## src/rtl/if_fetch_if.sv

```systemverilog
// ---------------------------------------------------------------------------
// if_fetch_if -- SRAM-like instruction bus between the fetch stage and memory.
//
// Signals:
//   inst_req      fetch -> mem  request valid
//   inst_addr     fetch -> mem  request address (sampled only with inst_addr_ok)
//   inst_addr_ok  mem -> fetch  request accepted this cycle
//   inst_data_ok  mem -> fetch  read data valid this cycle
//   inst_rdata    mem -> fetch  read data
//
// Modports: master (fetch stage), slave (memory side).
// ---------------------------------------------------------------------------
interface if_fetch_if;
    logic        inst_req;
    logic [31:0] inst_addr;
    logic        inst_addr_ok;
    logic        inst_data_ok;
    logic [31:0] inst_rdata;

    modport master (
        output inst_req, inst_addr,
        input  inst_addr_ok, inst_data_ok, inst_rdata
    );

    modport slave (
        input  inst_req, inst_addr,
        output inst_addr_ok, inst_data_ok, inst_rdata
    );
endinterface

```

## src/rtl/if_fetch.sv

```systemverilog
// ---------------------------------------------------------------------------
// if_fetch -- instruction-fetch stage of the 5-stage MIPS pipeline.
//
// Owns the fetch PC, drives the instruction bus (one outstanding request),
// applies ID-stage branch redirects and exception/ERET flush redirects,
// discards stale responses after a flush and requests a stall while no
// instruction is available.
//
// Ports:
//   clk, reset        clock; synchronous active-high reset
//   cu_stall          IF/ID holding, do not hand off
//   cu_flush/flush_pc flush redirect and its target
//   br_taken/br_target branch redirect from ID (applied at delay-slot handoff)
//   ibus              instruction bus (if_fetch_if.master)
//   pc, pc_4          PC of presented instruction and PC+4 (mod 2^32)
//   instr             presented instruction
//   if_excepttype     exception vector of the presented instruction
//   fetch_stall_req   high when no instruction is available this cycle
//
// Build option: define IF_ADEL_CHECK_EN to raise AdEL on misaligned fetch
// addresses instead of issuing the request.
// ---------------------------------------------------------------------------
module if_fetch #(
    parameter logic [31:0] RESET_PC = 32'hBFC0_0000
) (
    input  logic              clk,
    input  logic              reset,
    input  logic              cu_stall,
    input  logic              cu_flush,
    input  logic [31:0]       flush_pc,
    input  logic              br_taken,
    input  logic [31:0]       br_target,
    if_fetch_if.master        ibus,
    output logic [31:0]       pc,
    output logic [31:0]       pc_4,
    output logic [31:0]       instr,
    output logic [31:0]       if_excepttype,
    output logic              fetch_stall_req
);

    typedef enum logic [1:0] {S_REQ, S_WAIT, S_HOLD, S_DROP} state_t;

    state_t      state;
    logic [31:0] fpc;
    logic [31:0] buf_instr;
    logic [31:0] buf_exc;

    logic adel;       // misaligned fetch detected in REQ
    logic data_hit;   // live response arriving this cycle
    logic avail;
    logic handoff;
    logic req_int;
    logic req_fire;

`ifdef IF_ADEL_CHECK_EN
    assign adel           = (state == S_REQ) && (fpc[1:0] != 2'b00);
    assign ibus.inst_addr = fpc;
`else
    assign adel           = 1'b0;
    assign ibus.inst_addr = {fpc[31:2], 2'b00};
`endif

    assign data_hit = (state == S_WAIT) && ibus.inst_data_ok;
    assign avail    = data_hit || (state == S_HOLD) || adel;
    assign handoff  = avail && !cu_stall && !cu_flush;
    assign req_int  = (state == S_REQ) && !adel;
    assign req_fire = req_int && ibus.inst_addr_ok;

    assign ibus.inst_req   = !reset && req_int;
    assign fetch_stall_req = reset || !avail;
    assign pc              = reset ? RESET_PC : fpc;
    assign pc_4            = pc + 32'd4;

    always_comb begin
        instr         = buf_instr;
        if_excepttype = 32'h0;
        if (reset) begin
            instr = 32'h0;
        end else if (adel) begin
            instr         = 32'h0;
            if_excepttype = 32'h0000_0010;
        end else if (data_hit) begin
            instr = ibus.inst_rdata;
        end else if (state == S_HOLD) begin
            if_excepttype = buf_exc;
        end
    end

    always_ff @(posedge clk) begin
        if (reset) begin
            fpc       <= RESET_PC;
            state     <= S_REQ;
            buf_instr <= 32'h0;
            buf_exc   <= 32'h0;
        end else begin
            // Flush wins over handoff; a taken branch in ID redirects the
            // fetch after the delay slot is handed off.
            if (cu_flush)
                fpc <= flush_pc;
            else if (handoff)
                fpc <= br_taken ? br_target : fpc + 32'd4;

            case (state)
                S_REQ: begin
                    // An accepted request under flush leaves a stale response
                    // in flight that must be swallowed.
                    if (cu_flush)
                        state <= req_fire ? S_DROP : S_REQ;
                    else if (req_fire)
                        state <= S_WAIT;
                end
                S_WAIT: begin
                    if (ibus.inst_data_ok) begin
                        if (cu_flush || !cu_stall) begin
                            state <= S_REQ;
                        end else begin
                            state     <= S_HOLD;
                            buf_instr <= ibus.inst_rdata;
                            buf_exc   <= 32'h0;
                        end
                    end else if (cu_flush) begin
                        state <= S_DROP;
                    end
                end
                S_HOLD: begin
                    if (cu_flush || handoff)
                        state <= S_REQ;
                end
                S_DROP: begin
                    // A flush here only retargets fpc; the in-flight
                    // response is still the one being discarded.
                    if (ibus.inst_data_ok)
                        state <= S_REQ;
                end
            endcase
        end
    end

endmodule

```

## src/flat_wrapper.sv

```systemverilog
// flat-port wrapper written by rule: the top's interface ports become plain ports
module if_fetch_flat 
#(
    parameter logic [31:0] RESET_PC = 32'hBFC0_0000
)
  (clk, reset, cu_stall, cu_flush, flush_pc, br_taken, br_target, pc, pc_4, instr, if_excepttype, fetch_stall_req, ibus_inst_req, ibus_inst_addr, ibus_inst_addr_ok, ibus_inst_data_ok, ibus_inst_rdata);
  if_fetch_if ibus_i ();
  input  logic clk;
  input  logic reset;
  input  logic cu_stall;
  input  logic cu_flush;
  input  logic [31:0] flush_pc;
  input  logic br_taken;
  input  logic [31:0] br_target;
  output logic [31:0] pc;
  output logic [31:0] pc_4;
  output logic [31:0] instr;
  output logic [31:0] if_excepttype;
  output logic fetch_stall_req;
  output wire logic [$bits(ibus_i.inst_req)-1:0] ibus_inst_req;
  output wire logic [$bits(ibus_i.inst_addr)-1:0] ibus_inst_addr;
  input wire logic [$bits(ibus_i.inst_addr_ok)-1:0] ibus_inst_addr_ok;
  input wire logic [$bits(ibus_i.inst_data_ok)-1:0] ibus_inst_data_ok;
  input wire logic [$bits(ibus_i.inst_rdata)-1:0] ibus_inst_rdata;
  assign ibus_inst_req = ibus_i.inst_req;
  assign ibus_inst_addr = ibus_i.inst_addr;
  assign ibus_i.inst_addr_ok = ibus_inst_addr_ok;
  assign ibus_i.inst_data_ok = ibus_inst_data_ok;
  assign ibus_i.inst_rdata = ibus_inst_rdata;
  if_fetch #(.RESET_PC(RESET_PC)) u_core (.clk(clk), .reset(reset), .cu_stall(cu_stall), .cu_flush(cu_flush), .flush_pc(flush_pc), .br_taken(br_taken), .br_target(br_target), .ibus(ibus_i), .pc(pc), .pc_4(pc_4), .instr(instr), .if_excepttype(if_excepttype), .fetch_stall_req(fetch_stall_req));
endmodule
```

## config.mk

```make
export PLATFORM = sky130hd
export DESIGN_NAME = if_fetch_flat
export DESIGN_NICKNAME = d
export VERILOG_FILES = /design/src/rtl/if_fetch_if.sv /design/src/rtl/if_fetch.sv /design/src/flat_wrapper.sv
export SDC_FILE = /design/constraint.sdc
export NUM_CORES = 1
export LEC_CHECK = 0
export ABC_AREA = 1
export CAP_MARGIN = 25
export CORE_MARGIN = 5
export CORE_UTILIZATION = 39
export CTS_CLUSTER_SIZE = 24
export DETAILED_ROUTE_END_ITERATION = 12
export PLACE_DENSITY = 0.79
export SYNTH_ARGS = -nofsm -noshare
export SYNTH_HDL_FRONTEND = slang
export SYNTH_SLANG_ARGS = --single-unit
```

## constraint.sdc

```tcl
create_clock -name clk -period 1.7 [get_ports clk]
set_input_delay 0.255 -clock clk [delete_from_list [all_inputs] [get_ports clk]]
set_output_delay 0.255 -clock clk [all_outputs]
set_load 0.02 [all_outputs]
```

==> results of run 1 <==
[cell type report]
type	count	area, sq um
multi-input combinational	734	4795
timing repair buffer	487	4532
fill	817	2838
sequential	66	1395
inverter	89	361.6
tap	184	230.2
clock buffer	9	225.2
clock inverter	7	102.6
[stage by stage]
step	area (sq um)	setup TNS (ps)	total power [mW]	std cells
after floorplan	6067	-788.3	4.426	1002
after global placement	9422	-35740	6.584	1497
after global routing	11640	-24560	10.61	1576
after detailed placement	9422	-39790	6.641	1497
after CTS	10340	-10270	9.027	1550
final	11640	-20570	10.31	1576
[worst min path at each step]
stage / slack, ps / to / cells past startpoint
after global placement: 440 / u_core.fpc[1] / 2
final: 470 / u_core.fpc[1] / 2
after detailed placement: 450 / u_core.fpc[1] / 2
after floorplan: 390 / u_core.buf_instr[0] / 2
after global routing: 490 / u_core.fpc[1] / 2
after CTS: 460 / u_core.fpc[1] / 2
[per-layer routing]
metal	vias to the layer above	global-route usage, %
met2	873	50.42
met4	0	16.51
met5	-	0
li1	3824	-
met1	4213	31.81
met3	274	7.569
[registers in the layout, summed over array words and instances, names as in the netlist]
name and count:
u_core.buf_instr 32, u_core.fpc 32, u_core.state 2
[timing repair]
item | in CTS | in global routing
gates cloned | 2 | 2
gates resized for setup | 547 | 308
endpoints found under the setup margin | 128 | 110
pin swaps | 44 | 101
setup buffers | 35 | 35
[power by group through the flow]
stage / clock, mW / sequential [mW] / combinational (mW)
6_report: 2.16 / 2.20 / 5.95
5_1_grt: 2.21 / 2.20 / 6.20
4_1_cts: 2.11 / 2.08 / 4.84
3_5_place_dp: 0 / 2.05 / 4.59
3_3_place_gp: 0 / 2.05 / 4.53
2_1_floorplan: 0 / 2.04 / 2.39
[logic make-up after synthesis]
| logic type | synth area share, % |
|---|---|
| other | 0.06538 |
| buffers and inverters | 18.48 |
| XOR/XNOR | 3.970 |
| flip-flops | 23.04 |
| adder cells (fa/ha/maj) | 0.4362 |
| AO/OA/AOI/OAI | 16.67 |
| AND/OR/NAND/NOR | 37.35 |
[cell usage in the layout, fill, tap and decap left out, types with 16 or more instances in the layout]
cell type,count
buf_4,224
nand2_1,155
nor2_1,121
clkdlybuf4s50_1,102
buf_6,76
inv_1,62
o21ai_0,57
nor2_4,49
nand2_2,48
dlygate4sd2_1,43
nand2_4,40
dfxtp_1,39
conb_1,34
a21oi_2,32
a22o_1,27
nand3_1,25
a21oi_1,25
nor2_2,22
inv_2,18
buf_12,17
dfxtp_4,16
[worst max-delay path, cell delays in order, from the launching register on]
cell and delay (ps):
dfxtp_2 360, buf_4 240, nand2_1 110, nor3_2 250, nand2_1 100, nor2_1 310, nand3_1 190, nand2_1 120
buf_4 150
==> results.yml, run 1 <==
synth:
  synth_edf_count: 0
  synth.cell_area_sq_mm: 0.005736
  synth_top_flop_cell: "dfxtp_1"
  synthTopCellsByArea: "dfxtp_1, nand2_1, nor2_1"
  synth-seq-cells: 66
  synth_cells: 969
  synth.distinct_cells: 36
  synth_sequential_area_ratio_pct: 23.04
  async_reset_ff_share_pct: 0
  yosysMostFrequentCell: "nand2_1"
  yosys_warnings: 0
  yosysTopAreaCell: "dfxtp_1"
  yosys.area.top_type_share_pct: 23.04
  avgSynthCellArea_sq_um: 5.919
  synthTopCellsByCount: "nand2_1, nor2_1, inv_1"
worst_setup_path:
  path_max_fanout: 7
  endpoint: "pc_4[29]"
  r2r_cells: 12
  crit_path_end_kind: "output port"
  worst-r2r-setup-slack_ps: -410
  crit_start: "u_core.fpc[15]"
  critPathKind: "reg -> out"
  r2r_end: "u_core.fpc[12]"
  critical_path_arrival_ps: 2170
  startpoint_type: "flip-flop"
  required_ps: 1440
  r2r-start: "u_core.fpc[10]"
pwr:
  power_density_mw_per_mm2: 885.9
  p_sw_mw: 4.533
  ir_drop_mv: 0.7158
  comb_power_share_pct: 57.7
  seq_power_share_pct: 21.4
  p_leak_nw: 5.506
  clkPwrFrac_pct: 20.9
  p_sw_share_pct: 43.95
  p_int_mw: 5.780
timing:
  max_slew_margin_pct: 56.67
  slew_viol_final: 0
  period_minus_slack_ps: 2425
  rsz0062_at_grt: "yes"
  final-setup-viol-count: 88
  timing.fmax_mhz: 412.4
  hold_violations: 0
  finalWorstSetupSlack_ps: -725.0
  fin_skew_ps: 16.91
  whs_ps: 467.0
  worst_pin_slew_ps: 647.6
  post-route-period-util_pct: 142.6
global_route:
  grt_pass1_vias: 8189
  grt_pass1_wl_mm: 41.92
  gr-total-overflow: 0
  grt_max_degree: 36
  track_usage_pct: 28.96
  antenna_found_initial: 0
hold_path:
  min-delay-start: "u_core.fpc[1]"
  hold_path.class: "reg -> reg"
placement:
  hpwl_mm: 18.03
  portBuffers: 230
  gp_congestion: 0.9370
  place_ws_ps: -617.8
run_status:
  failed_checks: "negative setup slack"
  status: "finished with violations"
cts:
  cts_root_buffer: "clkbuf_16"
  clk_latency_ps: 350
  cts_tree: "yes"
  cts_sinks: 66
  htree_num_levels: 3
  numCtsBuffers: 9
  path_clk_slew_ps: 70
  cts_buffer_depth: 2
  holdBufCountCts: 0
final_layout:
  antenna_cells: 0
  area_growth_pct: 103.0
  fin_util_pct: 80.40
  drive_above_1_share_pct: 46.70
  nNetsFinal: 1492
routing:
  ant_nets: 0
  post_drt_wl_per_cell_um: 22.64
  routed_wl_mm: 35.68
  vias: 9184
  drt-vias-per-instance: 5.827
  drt-met1-wl_mm: 11.69
  firstDrtPassIters: 6
  first_iter_violations: 1004
  drc: 0
  top_layer: "met4"
  wl_met3_mm: 4.179
  routed-wl-met2_mm: 16.73
floorplan:
  die_y_um: 131.3
  die_x_um: 131.3
  ios: 265
  initial_utilization_pct: 39.61
  core_region_area_sq_mm: 0.01448
  rows: 44
  die-area_sq_mm: 0.01723
flow_run:
  cap_violations: 0
(Power assumes the default switching activity.)
==> run 2: changes to the inputs <==
Settings changed: CORE_MARGIN 5 to 3.
==> run 2 against run 1 <==
Net effect: the flow still finishes with violations (negative setup slack); routed wire length rose by 5.2%; core utilization up 6.0 points; sequential share of layout area decreased by 0.52 points; first-iteration DRC count rose by 2.1%; clock skew hardly changed; total power is 8.5% higher; design area increased by 5.0%; highest routed layer unchanged; combinational power is 15% higher; critical path depth grew 1; register-to-register slack better by 20 ps; critical endpoint is now pc_4[15].
==> results.yml, run 2 (synthesis results as in run 1) <==
timing:
  slew_viol_final: 0
  period_minus_slack_ps: 2402
  worst_pin_slew_ps: 727.0
  final-setup-viol-count: 128
  hold_violations: 0
  rsz0062_at_grt: "yes"
  post-route-period-util_pct: 141.3
  fin_skew_ps: 16.54
  max_slew_margin_pct: 51.54
  timing.fmax_mhz: 416.3
  finalWorstSetupSlack_ps: -702.1
routing:
  routed_wl_mm: 37.55
  vias: 9406
  drt-vias-per-instance: 5.976
  firstDrtPassIters: 5
  first_iter_violations: 1025
  drc: 0
  ant_nets: 0
  post_drt_wl_per_cell_um: 23.86
global_route:
  grt_max_degree: 54
  antenna_found_initial: 0
  track_usage_pct: 30.76
  gr-total-overflow: 0
  grt_pass1_vias: 7913
  grt_pass1_wl_mm: 40.14
worst_setup_path:
  critPathKind: "reg -> out"
  required_ps: 1440
  crit_path_end_kind: "output port"
  critical_path_arrival_ps: 2150
  startpoint_type: "flip-flop"
  worst-r2r-setup-slack_ps: -390
  path_max_fanout: 4
final_layout:
  nNetsFinal: 1494
  drive_above_1_share_pct: 51.87
  post-route-cell-area_sq_mm: 0.01222
  mostFrequentLayoutCells: "buf_4, nand2_1, clkdlybuf4s50_1"
  top_regs: "u_core.buf_instr: 32 flops, u_core.fpc: 32 flops, u_core.state: 2 flops"
  final_common_cell: "buf_4"
  antenna_cells: 0
  area_growth_pct: 113.1
  fin_util_pct: 86.37
  layout.cells.non_filler: 1574
pwr:
  ir_drop_mv: 0.6525
  p_leak_nw: 5.546
  power_mw: 11.19
  power_density_mw_per_mm2: 915.4
placement:
  hpwl_mm: 17.43
  portBuffers: 230
  post-place-cells: 1484
  place_ws_ps: -651.2
  gp_congestion: 0.9926
  dpl_cell_area_sq_mm: 0.009311
floorplan:
  rows: 43
  initial_utilization_pct: 40.53
  die_y_um: 127.3
  die_x_um: 127.3
  die-area_sq_mm: 0.01620
  ios: 265
  core_region_area_sq_mm: 0.01415
run_status:
  status: "finished with violations"
  failed_checks: "negative setup slack"
cts:
  cts_tree: "yes"
  holdBufCountCts: 0
  numCtsBuffers: 9
  cts_buffer_depth: 2
  htree_num_levels: 3
  cts_sinks: 66
  cts_root_buffer: "clkbuf_16"
  path_clk_slew_ps: 60
  clk_latency_ps: 350
hold_path:
  hold_path.class: "reg -> reg"
flow_run:
  cap_violations: 0
## run 2: cell type report
class	count	area, sq um
Clock inverter	7	102.6
Multi-Input combinational cell	734	5136
Fill cell	665	1928
Clock buffer	9	225.2
Sequential cell	66	1401
Inverter	89	369.1
Tap cell	180	225.2
Timing Repair Buffer	489	4762
## run 2: power breakdown
group | switching [mW] | internal (mW)
sequential | 0.375 | 1.84
combinational | 3.69 | 3.12
clock | 0.857 | 1.30
total | 4.93 | 6.26
## run 2: worst max-delay path, stage by stage (launching register included)
cell and delay [ps]:
dfxtp_4 410, buf_4 170, nand2_2 150, nor2_4 240
nand2_2 90, nor2_4 140, xor2_1 210, inv_1 70
nor2_2 160, buf_6 150
## run 2: timing repair
action | CTS | global route
gates resized for setup | 587 | 433
endpoints found under the hold margin | 0 | 0
setup buffers | 28 | 37
pin swaps | 48 | 122
setup endpoints to repair | 138 | 148
cloned | 7 | 11
## run 2: path summary, 6_finish.rpt
path | endpoint | from | depth (start not counted)
setup / recovery | pc_4[15] | u_core.fpc[3] | 9
hold / removal | u_core.fpc[0] | u_core.fpc[0] | 2
setup reg to reg | u_core.fpc[12] | u_core.fpc[4] | 10
hold reg to reg | u_core.fpc[0] | u_core.fpc[0] | 2
## run 2: stage by stage
stage / setup TNS (ps) / hold WS, ps
after floorplan: -788.3 / 389.9
after global placement: -43830 / 442.5
after detailed placement: -48830 / 457.5
after CTS: -13080 / 464.3
after global routing: -33640 / 481.7
final: -27730 / 471.1
## run 2: per-layer routing
metal  wire [um]  track usage [%]
met1       11740            33.48
met2       17680            55.34
met3        4366            7.609
met4        3771            15.21
met5           0                0
==> run 3: changes to the inputs <==
Settings changed: TNS_END_PERCENT from default to 50.
==> run 3 against run 2 <==
Net effect: final cell count down 0.25%; largest cell class unchanged; sequential power fell by 2%; critical endpoint is now pc_4[26]; critical path depth is 2 lower; routed wire length down 9.2%; highest routed layer unchanged; the run still ends with negative setup slack left; non-clock buffer count down 4; count of clock-buffer cells in the layout rose by 2; critical path type unchanged.
==> results.yml, run 3 (synthesis results as in run 1) <==
run_status:
  status: "finished with violations"
  failed_checks: "negative setup slack"
worst_setup_path:
  r2r-start: "u_core.fpc[3]"
  critPathKind: "reg -> out"
  r2r_cells: 10
  crit_path_end_kind: "output port"
  path_max_fanout: 5
  startpoint_type: "flip-flop"
  r2r_end: "u_core.fpc[14]"
  required_ps: 1440
  critical_path_arrival_ps: 1930
  worst-r2r-setup-slack_ps: -240
routing:
  drc: 0
  first_iter_violations: 833
  vias: 9075
  firstDrtPassIters: 7
  drt-vias-per-instance: 5.780
  routed_wl_mm: 34.11
  ant_nets: 0
  post_drt_wl_per_cell_um: 21.73
timing:
  final-setup-viol-count: 110
  post-route-period-util_pct: 128.3
  slew_viol_final: 0
  hold_violations: 0
  rsz0062_at_grt: "yes"
  finalWorstSetupSlack_ps: -480.8
  fin_skew_ps: 12.07
  period_minus_slack_ps: 2181
  timing.fmax_mhz: 458.5
cts:
  cts_root_buffer: "clkbuf_16"
  cts_tree: "yes"
  clk_latency_ps: 340
  cts_sinks: 66
  path_clk_slew_ps: 70
  htree_num_levels: 3
  holdBufCountCts: 0
  numCtsBuffers: 9
  cts_buffer_depth: 2
final_layout:
  nNetsFinal: 1490
  layout.cells.non_filler: 1570
  area_growth_pct: 104.8
  top_regs: "u_core.buf_instr: 32 flops, u_core.fpc: 32 flops, u_core.state: 2 flops"
  fin_util_pct: 83.02
  mostFrequentLayoutCells: "buf_4, nand2_1, clkdlybuf4s50_1"
  antenna_cells: 0
  drive_above_1_share_pct: 50.22
  final_common_cell: "buf_4"
  post-route-cell-area_sq_mm: 0.01175
placement:
  portBuffers: 230
  post-place-cells: 1490
  dpl_cell_area_sq_mm: 0.009358
  gp_congestion: 0.9497
  hpwl_mm: 18.07
  place_ws_ps: -650.2
global_route:
  grt_pass1_wl_mm: 40.96
  grt_max_degree: 44
  gr-total-overflow: 0
  track_usage_pct: 31.07
  antenna_found_initial: 0
  grt_pass1_vias: 8162
pwr:
  p_leak_nw: 5.553
  power_density_mw_per_mm2: 853.9
  ir_drop_mv: 0.5906
flow_run:
  cap_violations: 0
floorplan:
  die_x_um: 127.3
  core_region_area_sq_mm: 0.01415
  ios: 265
  initial_utilization_pct: 40.53
  die_y_um: 127.3
  die-area_sq_mm: 0.01620
  rows: 43
hold_path:
  holdPathEnd: "u_core.fpc[0]"
  hold_path.class: "reg -> reg"
  min-delay-start: "u_core.fpc[0]"
  hold_depth: 2
-- run 3: power breakdown --
part           total, mW  switching [mW]  internal, mW
logic               6.12            3.32          2.80
registers           2.17           0.337          1.83
clock network       1.74           0.757         0.984
-- run 3: worst max path at each step --
stage / from / end / slack [ps] / cells after the start
2_1_floorplan: reset / pc_4[24] / -150 / 8
4_1_cts: u_core.fpc[2] / pc_4[24] / -400 / 8
6_report: u_core.fpc[6] / pc_4[26] / -480 / 7
3_5_place_dp: reset / pc_4[24] / -650 / 9
5_1_grt: u_core.fpc[12] / pc_4[28] / -530 / 9
3_3_place_gp: reset / pc_4[25] / -650 / 10
-- run 3: through the flow --
| step | total power, mW | hold slack [ps] | setup TNS [ps] |
|---|---|---|---|
| 2_1_floorplan | 4.396 | 389.9 | -1157 |
| 3_3_place_gp | 6.596 | 439.9 | -44680 |
| 3_5_place_dp | 6.658 | 447.0 | -45140 |
| 4_1_cts | 8.934 | 455.1 | -14550 |
| 5_1_grt | 10.35 | 471.9 | -26610 |
| 6_report | 10.03 | 455.9 | -20520 |
-- run 3: worst max-delay path, stage by stage, from the launching register on --
cell     delay [ps]
dfxtp_4         410
nand2_2         110
nor2_2          170
nand2_2         150
nor2_4          190
nand4_1         200
xor2_2          200
buf_6           140
-- run 3: area by class of cell --
| cell class | instances | area (sq um) |
|---|---|---|
| multi-input cells | 734 | 4923 |
| well taps | 180 | 225.2 |
| clock inverters | 5 | 31.28 |
| flip-flops and latches | 66 | 1391 |
| repair buffers | 485 | 4577 |
| clock buffers | 11 | 232.7 |
| inverters | 89 | 366.6 |
| fillers | 764 | 2402 |
-- run 3: repair_timing --
item,in CTS,in global routing
buffers inserted,47,35
resized for setup,613,293
endpoints found under the setup margin,124,147
pin swaps,64,102
gates cloned,2,3
-- run 3: metal layers --
layer  up-vias  GRT usage [%]  wire length [um]
li1       3817              -                 -
met1      4149          34.84             11080
met2       829          56.15             16300
met3       280          6.773              3702
met4         0          13.75              3028
met5         -              0                 0
==> variant 1 (flow settings as in run 1) <==
The 4 states of `state_t` get a one-hot encoding in 4 bits.
--- a/src/rtl/if_fetch.sv
+++ b/src/rtl/if_fetch.sv
@@ -39,5 +39,5 @@
 );
 
-    typedef enum logic [1:0] {S_REQ, S_WAIT, S_HOLD, S_DROP} state_t;
+    typedef enum logic [3:0] {S_REQ = 4'b0001, S_WAIT = 4'b0010, S_HOLD = 4'b0100, S_DROP = 4'b1000} state_t;
 
     state_t      state;
Behaviour: no difference found for any inputs over 4 cycles, from zero or initial values and one cycle with reset high; so few cycles prove little.
==> variant 1 against run 1 <==
The run still ends with setup timing left; setup slack improved by 0.19 ns; combinational power down 32%; non-clock buffer count increased by 7; cell area is 8.2% higher; die area increased by 4.1%; count of clock-buffer cells in the layout grew 1; wire length decreased by 3.3%; clock power fell by 6%; hold slack gained 0.021 ns; power fell by 23%; sequential cell count up 2; clock skew is 0.0059 ns lower; synthesized area grew 4.5%; first-iteration DRC count decreased by 19%; largest power group unchanged.
==> variant 1: results (changes against run 1) <==
Status: finished, violations left
Violated checks: setup timing
Final setup TNS: -41.43 ns (-20.86 ns)
Slowest CP cell: dfxtp_2
Clk pin slew, worst setup/hold paths: 0.06 ns
Total CTS buffers: 9 (unchanged)
PnR worst setup slack: -0.535 ns (+0.190 ns)
Fill count: 818 (+0.12%)
Met3 Usage GRT: 7.01% (-0.55 points)
Placement-stage cell area: 9680 µm² (+2.7%)
Clock Latency Late Sink: 0.36 ns
Drt first pass iters: 8 (+2)
Final wirelength: 34500 µm (-3.3%)
Vias in the first global route: 8354 (+2.0%)
M2 GR Usage: 53.8% (+3.3 points)
Final GP Congestion: 0.949 (+1.2%)
Total track usage: 29.9% (+0.91 points)
Layout cells sized above 1: 51.4% (+4.7 points)
Post-synth top cells: nand2_1 (284), nor2_1 (181), inv_1 (82)
Asr flop ratio synth: 0% (unchanged)
Delay-heaviest family, CP: simple AND/OR/NAND/NOR gates
Syn Inst Count: 1014 (+4.6%)
Max clock buf depth: 2 (unchanged)
WL/cell: 21.1 µm (-6.8%)
Placed cells: 1548 (+3.4%)
Largest registers: u_core.buf_instr (32), u_core.fpc (32), u_core.state (4)
Post-DP HPWL: 18900 µm (+4.7%)
Met2 wire len: 17300 µm (+3.4%)
Largest net degree at the start of global routing: 46 (+28%)
Sequential fraction of the synthesis area: 22.7% (-0.32 points)
Slew Limit Headroom: 59.8% (+3.1 points)
Met1 Use GR: 33.3% (+1.5 points)
Hold_ws: 0.487 ns (+0.0205 ns)
Routed wl met3: 3320 µm (-21%)
Synth cell types: 39 (+8.3%)
Worst vdd ir: 0.787 mV (+9.9%)
PortBufs: 230 (unchanged)
Hold Crit Class: primary input to flip-flop
Vias: 9046 (-1.5%)
Leak: 5.69 nW (+3.4%)
Ant diodes: 0 (unchanged)
Top Metal Used: met4
Initial antenna violation count: 0 (unchanged)
Clock root buffer: clkbuf_16
Skew final: 0.0110 ns (-0.00586 ns)
Met1 wire length: 11500 µm (-1.5%)
Crit path max fanout: 3 (-4)
Synth warn: 0 (unchanged)
Synth top area cells: dfxtp_1 (23%), nand2_1 (18%), nor2_1 (11%)
Crit path DAT: 1.98 ns (-0.19 ns)
Worst reg-to-reg setup slack: -0.35 ns (+0.06 ns)
First-pass GRT wire length: 43000 µm (+2.5%)
Routed Antenna Nets: 0 (unchanged)
Initial DRC Count: 817 (-19%)
Place WS: -0.785 ns (-0.167 ns)
# setup viols final: 132 (+50%)
==> variant 1: cell types whose count changed in the layout (fill, tap and decap cells not counted), sizes merged, moves of 3 or more <==
cell and delta:
clkdlybuf4s15 +3, a22o -3, dlymetal6s2s -4, nand2 +46, o21ai -13, nand3 +8
nand3b +5, nor2 +7, buf +6, clkdlybuf4s50 +3
==> variant 1: path summary, 6_finish.rpt <==
| path | endpoint | start | cells after the start |
|---|---|---|---|
| max | pc_4[24] | u_core.fpc[7] | 9 |
| min | u_core.fpc[7] | reset | 4 |
| max reg2reg | u_core.buf_instr[8] | u_core.state[2] | 14 |
| min reg2reg | u_core.fpc[0] | u_core.fpc[0] | 4 |
==> variant 1: cell type report <==
type | instances | area, µm² | area share, %
clock buffers | 10 | 239 | 1.90
clock inverters | 6 | 72.6 | 0.576
inverters | 88 | 365 | 2.90
multi-input cells | 781 | 5490 | 43.6
flip-flops and latches | 68 | 1410 | 11.2
well taps | 188 | 235 | 1.87
repair buffers | 494 | 4780 | 38.0
==> variant 1: cell families (layout without fill, tap and decap cells) <==
family                   Yosys count  after routing  synth area share, %
flip-flops                        68             68                 22.7
other                              1             34               0.0626
AND/OR/NAND/NOR                  573            573                 41.1
adder cells (fa/ha/maj)            2              2                0.418
AO/OA/AOI/OAI                    143            143                 13.6
buffers and inverters            198            598                 17.8
XOR/XNOR                          29             29                 4.24
==> variant 1: timing repair <==
action,in CTS,in global routing
pin swaps,64,122
gates cloned,12,3
setup endpoints to repair,187,146
gates resized for setup,644,386
setup buffers,41,33
==> variant 1: report_power, final <==
group | total (W) | switching (W) | internal [W]
Combinational | 0.00402 | 0.00218 | 0.00185
Clock | 0.00203 | 0.000841 | 0.00119
Sequential | 0.00190 | 0.000153 | 0.00174
Total | 0.00795 | 0.00317 | 0.00478
==> variant 2 (flow settings as in run 1) <==
Without the edit above. `RESET_PC` is set to 32'hBFC0_0000 in 2 places; all go to 32'h8FD00000.
--- a/src/rtl/if_fetch.sv
+++ b/src/rtl/if_fetch.sv
@@ -22,5 +22,5 @@
 // ---------------------------------------------------------------------------
 module if_fetch #(
-    parameter logic [31:0] RESET_PC = 32'hBFC0_0000
+    parameter logic [31:0] RESET_PC = 32'h8FD00000
 ) (
     input  logic              clk,
--- a/src/flat_wrapper.sv
+++ b/src/flat_wrapper.sv
@@ -2,5 +2,5 @@
 module if_fetch_flat 
 #(
-    parameter logic [31:0] RESET_PC = 32'hBFC0_0000
+    parameter logic [31:0] RESET_PC = 32'h8FD00000
 )
   (clk, reset, cu_stall, cu_flush, flush_pc, br_taken, br_target, pc, pc_4, instr, if_excepttype, fetch_stall_req, ibus_inst_req, ibus_inst_addr, ibus_inst_addr_ok, ibus_inst_data_ok, ibus_inst_rdata);
Formal check against the unedited RTL: not equivalent (a bounded check fails within 4 cycles, from zero or initial values and one cycle with reset high).
==> variant 2 against run 1 <==
The run still ends with setup timing left; synthesized cell count shrank 0.52%; wire length shrank 19%; synthesized area up 0.48%; count of clock-buffer cells in the layout up 1; setup slack better by 0.25 ns; sequential cell count stayed put; cell area down 4.3%; power decreased by 18%; critical path type unchanged; largest cell class unchanged.
==> variant 2: results (changes against run 1) <==
Status: finished, violations left
Final GP Congestion: 1.07 (+14%)
Drt first pass iters: 5 (-1)
Final wirelength: 29000 µm (-19%)
Post-DP HPWL: 19400 µm (+7.6%)
Vias in the first global route: 7961 (-2.8%)
R2R cell count: 9 (-3)
Met3 Usage GRT: 6.80% (-0.76 points)
Layout cells sized above 1: 42.7% (-4.0 points)
Violated checks: setup timing
# setup viols final: 60 (-32%)
Skew final: 0.0117 ns (-0.00526 ns)
Hold depth: 4 (+2)
Avg Synthesized Cell Area: 5.98 µm² (+1.0%)
PnR worst setup slack: -0.473 ns (+0.252 ns)
Crit path max fanout: 4 (-3)
Sequential fraction of the synthesis area: 22.9% (-0.11 points)
Reg-to-reg startpoint: u_core.fpc[3]
Leak: 5.25 nW (-4.7%)
Min-delay src: ibus_inst_data_ok
Worst setup startpoint: u_core.fpc[10]
Worst vdd ir: 0.610 mV (-15%)
Largest net degree at the start of global routing: 44 (+22%)
Pint: 0.00508 W (-12%)
Hold Crit Class: primary input to flip-flop
Met1 Use GR: 30.9% (-0.94 points)
Crit path DAT: 1.92 ns (-0.25 ns)
Synth top area cells: dfxtp_1 (23%), nand2_1 (16%), nor2_1 (12%)
First-pass GRT wire length: 40300 µm (-4.0%)
Initial DRC Count: 681 (-32%)
Post-synth top cells: nand2_1 (247), nor2_1 (181), inv_1 (76)
WHS Endpoint: u_core.state[0]
Vias: 8225 (-10%)
Fill count: 976 (+19%)
Synth cell types: 41 (+14%)
M2 GR Usage: 51.3% (+0.87 points)
-- variant 2: cell count changes after synthesis, moves of 4 or more --
cell            run 1  this run
nor2_1            171       181
buf_1               0         8
nor3_2              3         7
nor2_2             15         9
nand2_1           238       247
nor3_1             10         6
nor2_4              6        11
o21ai_0            63        55
buf_2              21         8
a22o_1             27        23
a21oi_1            65        61
-- variant 2: tightest hold or removal path: cells and delay by family --
| kind | cells | cell delay, ns |
|---|---|---|
| buf+inv | 2 | 0.34 |
| compound gates | 1 | 0.08 |
| simple gates | 1 | 0.07 |
-- variant 2: cell type report --
class / count / share of cell area (%)
Multi-Input combinational cell: 740 / 41.7
Sequential cell: 66 / 12.3
Tap cell: 184 / 2.07
Inverter: 83 / 3.00
Clock inverter: 6 / 0.808
Timing Repair Buffer: 450 / 38.0
Clock buffer: 10 / 2.14
-- variant 2: logic make-up (layout without fill, tap and decap cells) --
logic type	Yosys count	after routing	share of synthesized area, %
AO/OA/AOI/OAI	155	155	15.6
XOR/XNOR	28	28	4.26
adder cells (fa/ha/maj)	2	2	0.434
buffers and inverters	191	549	17.6
flip-flops	66	66	22.9
other	1	34	0.0651
AND/OR/NAND/NOR	521	521	39.2
-- variant 2: worst max-delay path by stage --
stage / depth (start not counted) / to / slack (ns)
floorplan: 9 / pc_4[10] / -0.11
global placement: 8 / pc_4[29] / -0.84
detailed placement: 8 / pc_4[29] / -0.81
CTS: 10 / pc_4[26] / -0.42
global route: 7 / pc_4[24] / -0.54
finish: 7 / pc_4[24] / -0.47
-- variant 2: stage by stage --
stage	setup TNS [ns]	cell area [µm²]	setup slack [ns]	hold WS [ns]
2_1_floorplan	-0.591	6060	-0.106	0.390
3_3_place_gp	-47.94	9380	-0.837	0.443
3_5_place_dp	-49.12	9380	-0.812	0.449
4_1_cts	-11.60	10400	-0.416	0.439
5_1_grt	-16.91	11100	-0.535	0.488
6_report	-12.91	11100	-0.473	0.444
-- variant 2: per-layer routing --
| metal | part of all wire (%) | routed length (µm) | vias to the layer above |
|---|---|---|---|
| met5 | 0 | 0 | - |
| met4 | 4.7 | 1360 | 0 |
| met3 | 9.0 | 2620 | 106 |
| met2 | 51 | 14800 | 531 |
| met1 | 35 | 10200 | 3840 |
| li1 | - | - | 3748 |
-- variant 2: power groups by stage --
stage               registers [W]  logic (W)  clock network (W)
finish                    0.00195    0.00437            0.00211
global route              0.00197    0.00459            0.00219
CTS                       0.00191    0.00391            0.00209
detailed placement        0.00191    0.00358                  0
global placement          0.00191    0.00354                  0
floorplan                 0.00192    0.00186                  0
-- variant 2: repair_timing --
action,4_1_cts,5_1_grt
pin swaps,52,57
resized for setup,564,206
endpoints found under the setup margin,130,112
gates cloned,3,2
setup buffers,23,15
